`src/rtl/arb_pkg.sv`:
```
// Shared types and sizing helpers for the round-robin index arbiter.
package arb_pkg;

  typedef enum logic {IDLE, GRANT} arb_state_t;

  localparam int ARB_N = 3;

  function automatic int req_width(input int n);
    return 1 << n;
  endfunction

endpackage

```
`src/rtl/rr_pick.sv`:
```
// Combinational round-robin pick: first set bit of req at or after base, wrapping.
module rr_pick
  import arb_pkg::*;
#(
  parameter int N     = ARB_N,
  parameter int REQ_W = req_width(N)
) (
  input  logic [REQ_W-1:0] req,
  input  logic [N-1:0]     base,
  output logic [N-1:0]     idx,
  output logic             any
);

  logic [REQ_W-1:0] rot;
  logic [N-1:0]     off;
  logic             found;

  // Rotating the doubled vector right by base puts the base position at bit 0,
  // so a plain LSB-first priority encoder yields the offset from base.
  always_comb begin
    rot   = REQ_W'({req, req} >> base);
    off   = '0;
    found = 1'b0;
    for (int i = 0; i < REQ_W; i++) begin
      if (!found && rot[i]) begin
        off   = N'(i);
        found = 1'b1;
      end
    end
    idx = base + off;
  end

  assign any = |req;

endmodule

```
`src/rtl/rr_index_arbiter.sv`:
```
// Round-robin arbiter presenting the winning requester as a binary index
// with a valid/ready handshake.
module rr_index_arbiter
  import arb_pkg::*;
#(
  parameter int N     = ARB_N,
  parameter int REQ_W = req_width(N)
) (
  input  logic             clk,
  input  logic             rst_n,
  input  logic [REQ_W-1:0] req,
  output logic [N-1:0]     grant_idx,
  output logic             grant_valid,
  input  logic             grant_ready
);

  arb_state_t  state;
  logic [N-1:0] ptr;
  logic [N-1:0] pick_base;
  logic [N-1:0] pick_idx;
  logic         pick_any;

  // In GRANT the search starts just past the current winner so a handshake
  // and the next pick happen on the same edge.
  assign pick_base = (state == GRANT) ? grant_idx + N'(1) : ptr;

  rr_pick #(.N(N), .REQ_W(REQ_W)) u_pick (
    .req  (req),
    .base (pick_base),
    .idx  (pick_idx),
    .any  (pick_any)
  );

  always_ff @(posedge clk or negedge rst_n) begin
    if (!rst_n) begin
      state       <= IDLE;
      grant_idx   <= '0;
      grant_valid <= 1'b0;
      ptr         <= '0;
    end else begin
      case (state)
        IDLE: begin
          if (pick_any) begin
            grant_idx   <= pick_idx;
            grant_valid <= 1'b1;
            state       <= GRANT;
          end else begin
            grant_valid <= 1'b0;
          end
        end
        GRANT: begin
          if (grant_ready) begin
            ptr <= grant_idx + N'(1);
            if (pick_any) begin
              grant_idx <= pick_idx;
            end else begin
              grant_valid <= 1'b0;
              state       <= IDLE;
            end
          end
        end
        default: state <= IDLE;
      endcase
    end
  end

  a_hold_stable: assert property (@(posedge clk) disable iff (!rst_n)
    grant_valid && !grant_ready |=> grant_valid && $stable(grant_idx));

  a_rise_needs_req: assert property (@(posedge clk) disable iff (!rst_n)
    $rose(grant_valid) |-> $past(|req));

  a_req_known: assert property (@(posedge clk) disable iff (!rst_n)
    !$isunknown(req));

endmodule

```
`config.mk`:
```
export PLATFORM = sky130hd
export DESIGN_NAME = rr_index_arbiter
export DESIGN_NICKNAME = d
export VERILOG_FILES = /design/src/rtl/arb_pkg.sv /design/src/rtl/rr_pick.sv /design/src/rtl/rr_index_arbiter.sv
export SDC_FILE = /design/constraint.sdc
export NUM_CORES = 1
export LEC_CHECK = 0
export CORE_MARGIN = 1.5
export CORE_UTILIZATION = 40
export DETAILED_ROUTE_END_ITERATION = 10
export REMOVE_ABC_BUFFERS = 1
export SETUP_SLACK_MARGIN = 0.4
export SKIP_CTS_REPAIR_TIMING = 1
export SYNTH_ARGS = -nofsm -noshare
export SYNTH_HDL_FRONTEND = slang
export SYNTH_SLANG_ARGS = --single-unit
```
`constraint.sdc`:
```
create_clock -name clk -period 10 [get_ports clk]
set_input_delay 1 -clock clk [delete_from_list [all_inputs] [get_ports clk]]
set_output_delay 1 -clock clk [all_outputs]
set_load 0.05 [all_outputs]
```
==> results of run 1 <==
area by class of cell:
class / count / area [um^2]
multi-input cells: 81 / 734
inverters: 2 / 7.51
flip-flops and latches: 8 / 200
clock buffers: 3 / 22.5
well taps: 28 / 35.0
repair buffers: 14 / 140
fillers: 229 / 1110
metrics by stage:
step	hold WS, ns	instances	util, %	setup slack [ns]	area (um^2)
after global routing	0.516	136	50.6	5.58	1140
after detailed placement	0.483	133	49.6	5.83	1120
after CTS	0.496	136	50.6	5.86	1140
after global placement	0.465	133	49.6	5.87	1120
final	0.493	136	50.6	5.87	1140
after floorplan	0.450	91	-	6.16	942
cells in the final DEF, fill, tap and decap left out, drive strengths merged, types with 2 or more instances in the layout:
master / instances
a21oi: 5
a2bb2oi: 2
and2: 2
clkbuf: 3
clkdlybuf4s50: 14
dfrtp: 8
ha: 2
inv: 2
mux2: 4
mux2i: 8
mux4: 8
nand2: 20
nor2: 5
nor2b: 2
nor4: 2
o21ai: 3
xnor2: 2
worst max-delay path, cell delays in order (launching register included):
cell and delay (ns):
dfrtp_1 0.52, mux2i_2 0.81, mux4_1 0.75, a221oi_2 0.22, nand4_1 0.18, o311ai_1 0.32, a21oi_1 0.08, ha_1 0.20
fa_1 0.38, xnor2_1 0.16, a2111o_1 0.36, o211ai_2 0.07
cell families (layout without fill, tap and decap cells):
group | Yosys count | count (layout) | share of synthesized area, %
xor gates and xnor gates | 2 | 2 | 1.80
buffers and inverters | 6 | 19 | 3.98
AOI/OAI and AO/OA | 20 | 20 | 16.8
and+or+nand+nor | 36 | 36 | 16.8
muxes | 20 | 20 | 35.3
DFF | 8 | 8 | 20.6
adders and majority gates | 3 | 3 | 4.63
sequential cells by signal, summed over array words and instances (netlist names):
register     flops
grant_idx        3
state            1
grant_valid      1
ptr              3
layer usage:
metal	part of all wire, %	track usage [%]
met1	48	25.6
met2	47	26.3
met3	3.9	4.29
met4	0.79	5.13
met5	0	0
worst max-delay path by stage:
| stage | startpoint | end | slack, ns | cells past startpoint |
|---|---|---|---|---|
| 2_1_floorplan | grant_idx[0]$_DFFE_PN0P_ | grant_idx[2]$_DFFE_PN0P_ | 6.16 | 11 |
| 3_3_place_gp | req[4] | grant_idx[2]$_DFFE_PN0P_ | 5.87 | 11 |
| 3_5_place_dp | req[4] | grant_idx[2]$_DFFE_PN0P_ | 5.83 | 11 |
| 4_1_cts | state$_DFF_PN0_ | grant_idx[2]$_DFFE_PN0P_ | 5.86 | 11 |
| 5_1_grt | state$_DFF_PN0_ | grant_idx[2]$_DFFE_PN0P_ | 5.58 | 11 |
| 6_report | state$_DFF_PN0_ | grant_idx[2]$_DFFE_PN0P_ | 5.87 | 11 |
==> run metrics, run 1 <==
Hold/Removal Path Class register to register; # Max-Cap Violations 0; Least-Margin Pin Slew 0.898 ns; final worst-path cycle share 41.3%; ys async rst share 100%; DIE AREA 2740 um^2; clock transition at the registers of the reported paths 0.05 ns; Syn Area/Cell 10.2 um^2; min cycle time layout 4.13 ns; row cnt 17; DRT iter0 DRCs 22; gpl congestion 0.778; grt ovf 0; clk buf depth 2; Worst Skew just under 0.0004 ns; CTS tree yes; DR WL/cell 15.7 um; CP Class register to register; cell area after synthesis 973 um^2; outcome complete, no violations; most frequent cell after synthesis nand2_1; layout cells sized above 1 around 16%; hold path start ptr[2]$_DFFE_PN0P_; CTS Sinks 8; Final ANT Viol Nets 0; ranking of synthesized cells by area dfrtp_1 21%, mux4_1 13%, nand2_1 7.7%; Max Fanout on Critical Path 13; pin count of the biggest net entering global routing 16; Setup TNS 0 ns; post-synthesis sequential area ratio 20.6%; Worst Hold Path Cells 2; required time worst endpoint roughly 10 ns; EDFF count, synth 0; max-slew violations 0; H-tree level count 1; # IOs 15; Setup crit start kind register; vias per cell a little over 6; GR Util All Layers between 10% and 20%; post-synthesis register bit count 8; Reg2Reg Depth 11; CORE AREA 2250 um^2; reg2reg start state$_DFF_PN0_; initial antenna violation count 0; total CTS buffers 3; Max Clk Rate 242 MHz; DRC Markers 0; TritonRoute pass-1 iters 4; RSZ-0062 raised after global routing false; hold path endpoint ptr[2]$_DFFE_PN0P_; Mapped Cells 95; initial cell density of the core 43.2%; Layout Nets 124; share of the synthesized area in the top cell type ~21%; most used flip-flop cell after synthesis dfrtp_1; synth cell count leaders 20 x nand2_1, 8 x dfrtp_1, 6 x mux2i_1, 5 x mux4_1, 5 x nor2_1; Distinct cells, synth 39; Ys Warns 0; Yosys top cell by area dfrtp_1; reg2reg end grant_idx[2]$_DFFE_PN0P_; Root Driver clkbuf_4; WL final 2140 um; Synth-to-Final Area Change 17.1%; first-pass GRT wire length between 3000 and 4000 um; vias in the first global route 723; Arr. time, crit path 4.31 ns; Die Width 52.3 um; Final Hold Fails 0; setup violators final 0; max_slew headroom 38.9%; CP Capture Type register; DP Wirelength 1660 um; die span in y 52.3 um; I/O Buffers 14; reg2reg setup slack about 6 ns; via count 821; n_diodes 0; worst-skew pair later-pin latency between 0.2 and 0.3 ns
Power of run 1 is not shown: default switching activity piles up to over one toggle a cycle in this logic, so the estimate is an artifact.
==> run 2, diff against run 1 <==
==> constraint.sdc (replaced) <==
create_clock -name clk -period 3.95 [get_ports clk]
set_input_delay 0.395 -clock clk [delete_from_list [all_inputs] [get_ports clk]]
set_output_delay 0.395 -clock clk [all_outputs]
set_load 0.05 [all_outputs]
==> run 2 against run 1 <==
  * Utilization is 8.0 points higher
  * Clock skew increased by 0.0026 ns
  * Register-to-register slack got worse by 5.4 ns
  * Fmax increased by 20%
  * Worst hold slack worse by 0.080 ns
  * Sequential cell count is the same
  * Final cell count is 10% higher
  * Global-route usage rose by 1.5 points
  * Via count increased by 11%
  * Critical path type unchanged
  * Largest cell class unchanged
  * Highest routed layer unchanged
==> run metrics, run 2 (synthesis results as in run 1) <==
total CTS buffers 3 (unchanged); die span in y 52.3 um (unchanged); I/O Buffers 14 (unchanged); reg2reg start grant_idx[0]$_DFFE_PN0P_ (was state$_DFF_PN0_); CP Capture Type register (unchanged); Critical path destination grant_idx[2]$_DFFE_PN0P_ (unchanged); DR WL/cell 16.8 um (was 15.7 um); min cycle time layout 3.44 ns (was 4.13 ns); Setup crit start kind register (unchanged); biggest regs grant_idx x3, ptr x3 (unchanged); gpl congestion 0.781 (was 0.778); initial cell density of the core 43.2% (unchanged); H-tree level count 1 (unchanged); max_slew headroom 65.9% (was 38.9%); row cnt 17 (unchanged); DP Wirelength 1730 um (was 1660 um); Cell Chain, Critical Path ha_4, mux2_4, mux4_2, mux2i_4, nand4_1, o311ai_4, a21oi_2, ha_2, fa_1, xnor2_1, a2111o_1, o211ai_2 (was mux2i_2, mux4_1, a221oi_2, nand4_1, o311ai_1, a21oi_1, ha_1, fa_1, xnor2_1, a2111o_1, o211ai_2); reg2reg end grant_idx[2]$_DFFE_PN0P_ (unchanged); TritonRoute pass-1 iters 4 (unchanged); setup violators final 0 (unchanged); vias in the first global route 792 (was 723); CORE AREA 2250 um^2 (unchanged); CP Class register to register (unchanged); CTS Sinks 8 (unchanged); required time worst endpoint 4.13 ns (was 10.18 ns); Max Fanout on Critical Path 5 (was 13); Hold/Removal Path Class primary input to async pin (was register to register); clock transition at the registers of the reported paths 0.05 ns (about the same); GR Util All Layers 19.2% (was 17.7%); n_diodes 0 (unchanged); max-slew violations 0 (unchanged); Setup TNS 0 ns (unchanged); # Max-Cap Violations 0 (unchanged); RSZ-0062 raised after global routing false (unchanged); DRC Markers 0 (unchanged); Worst Setup SP grant_idx[0]$_DFFE_PN0P_ (was state$_DFF_PN0_); outcome complete, no violations (unchanged); # IOs 15 (unchanged); commonest non-fill, non-tap cell in the layout nand2_1 (unchanged); layout cells sized above 1 32.8% (was 15.7%); final worst-path cycle share 87.1% (was 41.3%); DIE AREA 2740 um^2 (unchanged); pin count of the biggest net entering global routing 16 (unchanged); initial antenna violation count 0 (unchanged); CTS tree yes (unchanged); first-pass GRT wire length 3820 um (was 3520 um); Die Width 52.3 um (unchanged); WL final 2530 um (was 2140 um); Root Driver clkbuf_4 (unchanged); Least-Margin Pin Slew 0.510 ns (was 0.898 ns); vias per cell 6.09 (was 6.04); DRT iter0 DRCs 21 (was 22); Layout Nets 138 (was 124); most frequent cells in the layout 20 x nand2_1, 14 x clkdlybuf4s50_1, 13 x buf_4 (was 20 x nand2_1, 14 x clkdlybuf4s50_1, 8 x dfrtp_1); Fill cells 210 (was 229); Final ANT Viol Nets 0 (unchanged); Max Clk Rate 291 MHz (was 242 MHz); Final Hold Fails 0 (unchanged); reg2reg setup slack 0.51 ns (was 5.87 ns); sequential cell area 201 um^2 (was 200 um^2); grt ovf 0 (unchanged); worst-skew pair later-pin latency 0.25 ns (about the same); Reg2Reg Depth 12 (was 11); via count 914 (was 821); Arr. time, crit path 3.62 ns (was 4.31 ns); pre-CTS setup slack 0.320 ns (was 5.83 ns); final core utilization 58.6% (was 50.6%); Worst Skew 0.00298 ns (was 0.000395 ns); clk buf depth 2 (unchanged); multi-input logic area 817 um^2 (was 734 um^2); final worst slack 0.508 ns (was 5.87 ns); Synth-to-Final Area Change 35.7% (was 17.1%); critical path's slowest cell mux4_2 (was mux2i_2); crit-path max cell delay 0.50 ns (was 0.81 ns)
## run 2: layout make-up
class,count,area share [%]
multi-input cells,82,61.8
repair buffers,27,18.0
flip-flops and latches,8,15.2
well taps,28,2.65
clock buffers,3,1.70
inverters,2,0.568
## run 2: critical path: cells and delay by family (launching register included)
kind	cells	cell delay, ns
AOI/OAI and AO/OA	4	0.73
adders and majority gates	3	0.82
and+or+nand+nor	1	0.21
DFF	1	0.45
muxes	3	1.01
xor gates and xnor gates	1	0.15
## run 2: worst min-delay path by stage
stage                            start                  endpoint
finish                           rst_n  grant_idx[1]$_DFFE_PN0P_
CTS                              rst_n  grant_idx[1]$_DFFE_PN0P_
global placement    ptr[2]$_DFFE_PN0P_        ptr[2]$_DFFE_PN0P_
global route                     rst_n  grant_idx[2]$_DFFE_PN0P_
detailed placement  ptr[0]$_DFFE_PN0P_        ptr[0]$_DFFE_PN0P_
floorplan                        rst_n  grant_idx[0]$_DFFE_PN0P_
## run 2: per-stage QoR
stage          area, um^2  hold slack (ns)  instances
2_1_floorplan         942           0.0994         91
3_3_place_gp         1150            0.481        137
3_5_place_dp         1150            0.486        137
4_1_cts              1170            0.423        140
5_1_grt              1320            0.435        150
6_report             1320            0.413        150
## run 2: layer usage
metal  GRT usage, %  vias to the layer above  wire, um
met5              0                        -         0
met4           6.41                        0        29
met3           4.29                        4        73
met2           30.8                       20      1310
met1           25.5                      463      1110
li1               -                      427         -
Power of run 2 is left out for the same reason.
==> run 3, diff against run 2 <==
--- a/config.mk
+++ b/config.mk
@@ -6,11 +6,11 @@
 export NUM_CORES = 1
 export LEC_CHECK = 0
 export CORE_MARGIN = 1.5
-export CORE_UTILIZATION = 40
+export CORE_UTILIZATION = 35
 export DETAILED_ROUTE_END_ITERATION = 10
 export REMOVE_ABC_BUFFERS = 1
 export SETUP_SLACK_MARGIN = 0.4
-export SKIP_CTS_REPAIR_TIMING = 1
+export SLEW_MARGIN = 15
 export SYNTH_ARGS = -nofsm -noshare
 export SYNTH_HDL_FRONTEND = slang
 export SYNTH_SLANG_ARGS = --single-unit
==> run 3 against run 2 <==
  * Clock skew fell by 0.0023 ns
  * Largest cell class unchanged
  * Fmax fell by 2.8%
  * Critical endpoint unchanged
  * Wire length up 7.0%
  * Count of clock-buffer cells in the layout stayed put
  * Setup slack got worse by 0.099 ns
  * Die area increased by 13%
  * Highest routed layer unchanged
==> run metrics, run 3 (synthesis results as in run 1) <==
outcome complete, no violations (unchanged); required time worst endpoint 4.12 ns (was 4.13 ns); CORE AREA 2540 um^2 (was 2250 um^2); CTS tree yes (unchanged); Layout Nets 152 (was 138); H-tree level count 1 (unchanged); Hold Buf Count CTS 0; Setup crit start kind register (unchanged); RSZ-0062 raised after global routing true (was false); Worst Skew 0.000683 ns (was 0.00298 ns); clk buf depth 2 (unchanged); layout cells sized above 1 46.3% (was 32.8%); vias in the first global route 849 (was 792); Hold/Removal Path Class primary input to async pin (unchanged); # IOs 15 (unchanged); DRC Markers 0 (unchanged); Max Clk Rate 282 MHz (was 291 MHz); gr busiest metal met2 (unchanged); Synth-to-Final Area Change 49.5% (was 35.7%); Reg2Reg Depth 12 (unchanged); vias per cell 5.80 (was 6.09); n_diodes 0 (unchanged); CP Capture Type register (unchanged); Die Width 55.7 um (was 52.3 um); pin count of the biggest net entering global routing 9 (was 16); final worst-path cycle share 89.7% (was 87.1%); Root Driver clkbuf_4 (unchanged); Final ANT Viol Nets 0 (unchanged); max-slew violations 0 (unchanged); biggest regs grant_idx x3, ptr x3 (unchanged); GRT met2 Usage 27.2% (was 30.8%); reg2reg setup slack 0.41 ns (was 0.51 ns); reg2reg end grant_idx[2]$_DFFE_PN0P_ (unchanged); via count 962 (was 914); clock transition at the registers of the reported paths 0.05 ns (about the same); total CTS buffers 3 (unchanged); # Max-Cap Violations 0 (unchanged); max_slew headroom 66.6% (was 65.9%); initial cell density of the core 38.2% (was 43.2%); Max Fanout on Critical Path 5 (unchanged); die span in y 55.7 um (was 52.3 um); commonest non-fill, non-tap cell in the layout buf_4 (was nand2_1); Arr. time, crit path 3.71 ns (was 3.62 ns); GR Util met3 3.95% (was 4.29%); Least-Margin Pin Slew 0.500 ns (was 0.510 ns); I/O Buffers 14 (unchanged); Final Hold Fails 0 (unchanged); row cnt 18 (was 17); GR Util All Layers 16.1% (was 19.2%); worst-skew pair later-pin latency 0.25 ns (about the same); TritonRoute pass-1 iters 5 (was 4); DR WL/cell 16.3 um (was 16.8 um); WL final 2700 um (was 2530 um); DRT iter0 DRCs 15 (was 21); min cycle time layout 3.54 ns (was 3.44 ns); DP Wirelength 1700 um (was 1730 um); most frequent cells in the layout 25 x buf_4, 19 x nand2_1, 14 x clkdlybuf4s50_1 (was 20 x nand2_1, 14 x clkdlybuf4s50_1, 13 x buf_4); setup violators final 0 (unchanged); gpl congestion 0.747 (was 0.781); Setup TNS 0 ns (unchanged); CTS Sinks 8 (unchanged); reg2reg start grant_idx[0]$_DFFE_PN0P_ (unchanged); grt ovf 0 (unchanged); CP Class register to register (unchanged); initial antenna violation count 0 (unchanged); met1 track demand over resource 20.5% (was 25.5%); first-pass GRT wire length 4020 um (was 3820 um); DIE AREA 3110 um^2 (was 2740 um^2)
-- run 3: cell types whose count changed in the layout (fill, tap and decap cells not counted), moves of 2 or more --
cell     change
mux4_1       -4
buf_6        +3
mux4_2       +4
mux2i_1      -2
mux2_2       -2
buf_4       +12
-- run 3: layout make-up --
| class | count | area [um^2] |
|---|---|---|
| fill | 220 | 1090 |
| clock buffer | 3 | 22.5 |
| sequential | 8 | 203 |
| timing repair buffer | 42 | 362 |
| multi-input combinational | 81 | 823 |
| inverter | 2 | 7.51 |
| tap | 30 | 37.5 |
-- run 3: through the flow --
stage               std cells  hold WS (ns)  cell area, um^2  util (%)  setup slack [ns]
finish                    166         0.420             1460      57.2             0.409
global route              166         0.446             1460      57.2             0.330
CTS                       145         0.427             1230      48.4             0.409
detailed placement        138         0.492             1140      44.9             0.192
global placement          138         0.470             1140      44.9             0.302
floorplan                  91        0.0994              942         -             0.111
-- run 3: metal layers --
metal / wire length [um] / part of all wire, % / up-vias
met2: 1440 / 53 / 30
met1: 1140 / 42 / 477
met4: 14 / 0.52 / 0
met5: 0 / 0 / -
li1: - / - / 449
met3: 112 / 4.1 / 6
-- run 3: repair_timing --
action                     CTS  global route
pin swaps                    2            11
setup buffers                4            21
resized for setup            7            20
setup endpoints to repair    1             1
gates cloned                 0             0
-- run 3: worst max path at each step --
stage / start / end / slack, ns
2_1_floorplan: grant_idx[0]$_DFFE_PN0P_ / grant_idx[2]$_DFFE_PN0P_ / 0.11
3_5_place_dp: state$_DFF_PN0_ / grant_idx[2]$_DFFE_PN0P_ / 0.19
5_1_grt: grant_idx[0]$_DFFE_PN0P_ / grant_idx[2]$_DFFE_PN0P_ / 0.33
6_report: grant_idx[0]$_DFFE_PN0P_ / grant_idx[2]$_DFFE_PN0P_ / 0.41
4_1_cts: grant_idx[0]$_DFFE_PN0P_ / grant_idx[2]$_DFFE_PN0P_ / 0.41
3_3_place_gp: state$_DFF_PN0_ / grant_idx[2]$_DFFE_PN0P_ / 0.30
-- run 3: critical path, stage by stage, from the launching register on --
cell	delay, ns
dfrtp_2	0.44
ha_4	0.28
mux2_4	0.19
mux4_2	0.59
mux2i_4	0.21
nand4_1	0.22
o311ai_4	0.37
a21oi_2	0.06
ha_2	0.20
fa_2	0.40
xnor2_2	0.14
a2111o_1	0.30
o211ai_2	0.07
Power of run 3 is left out for the same reason.
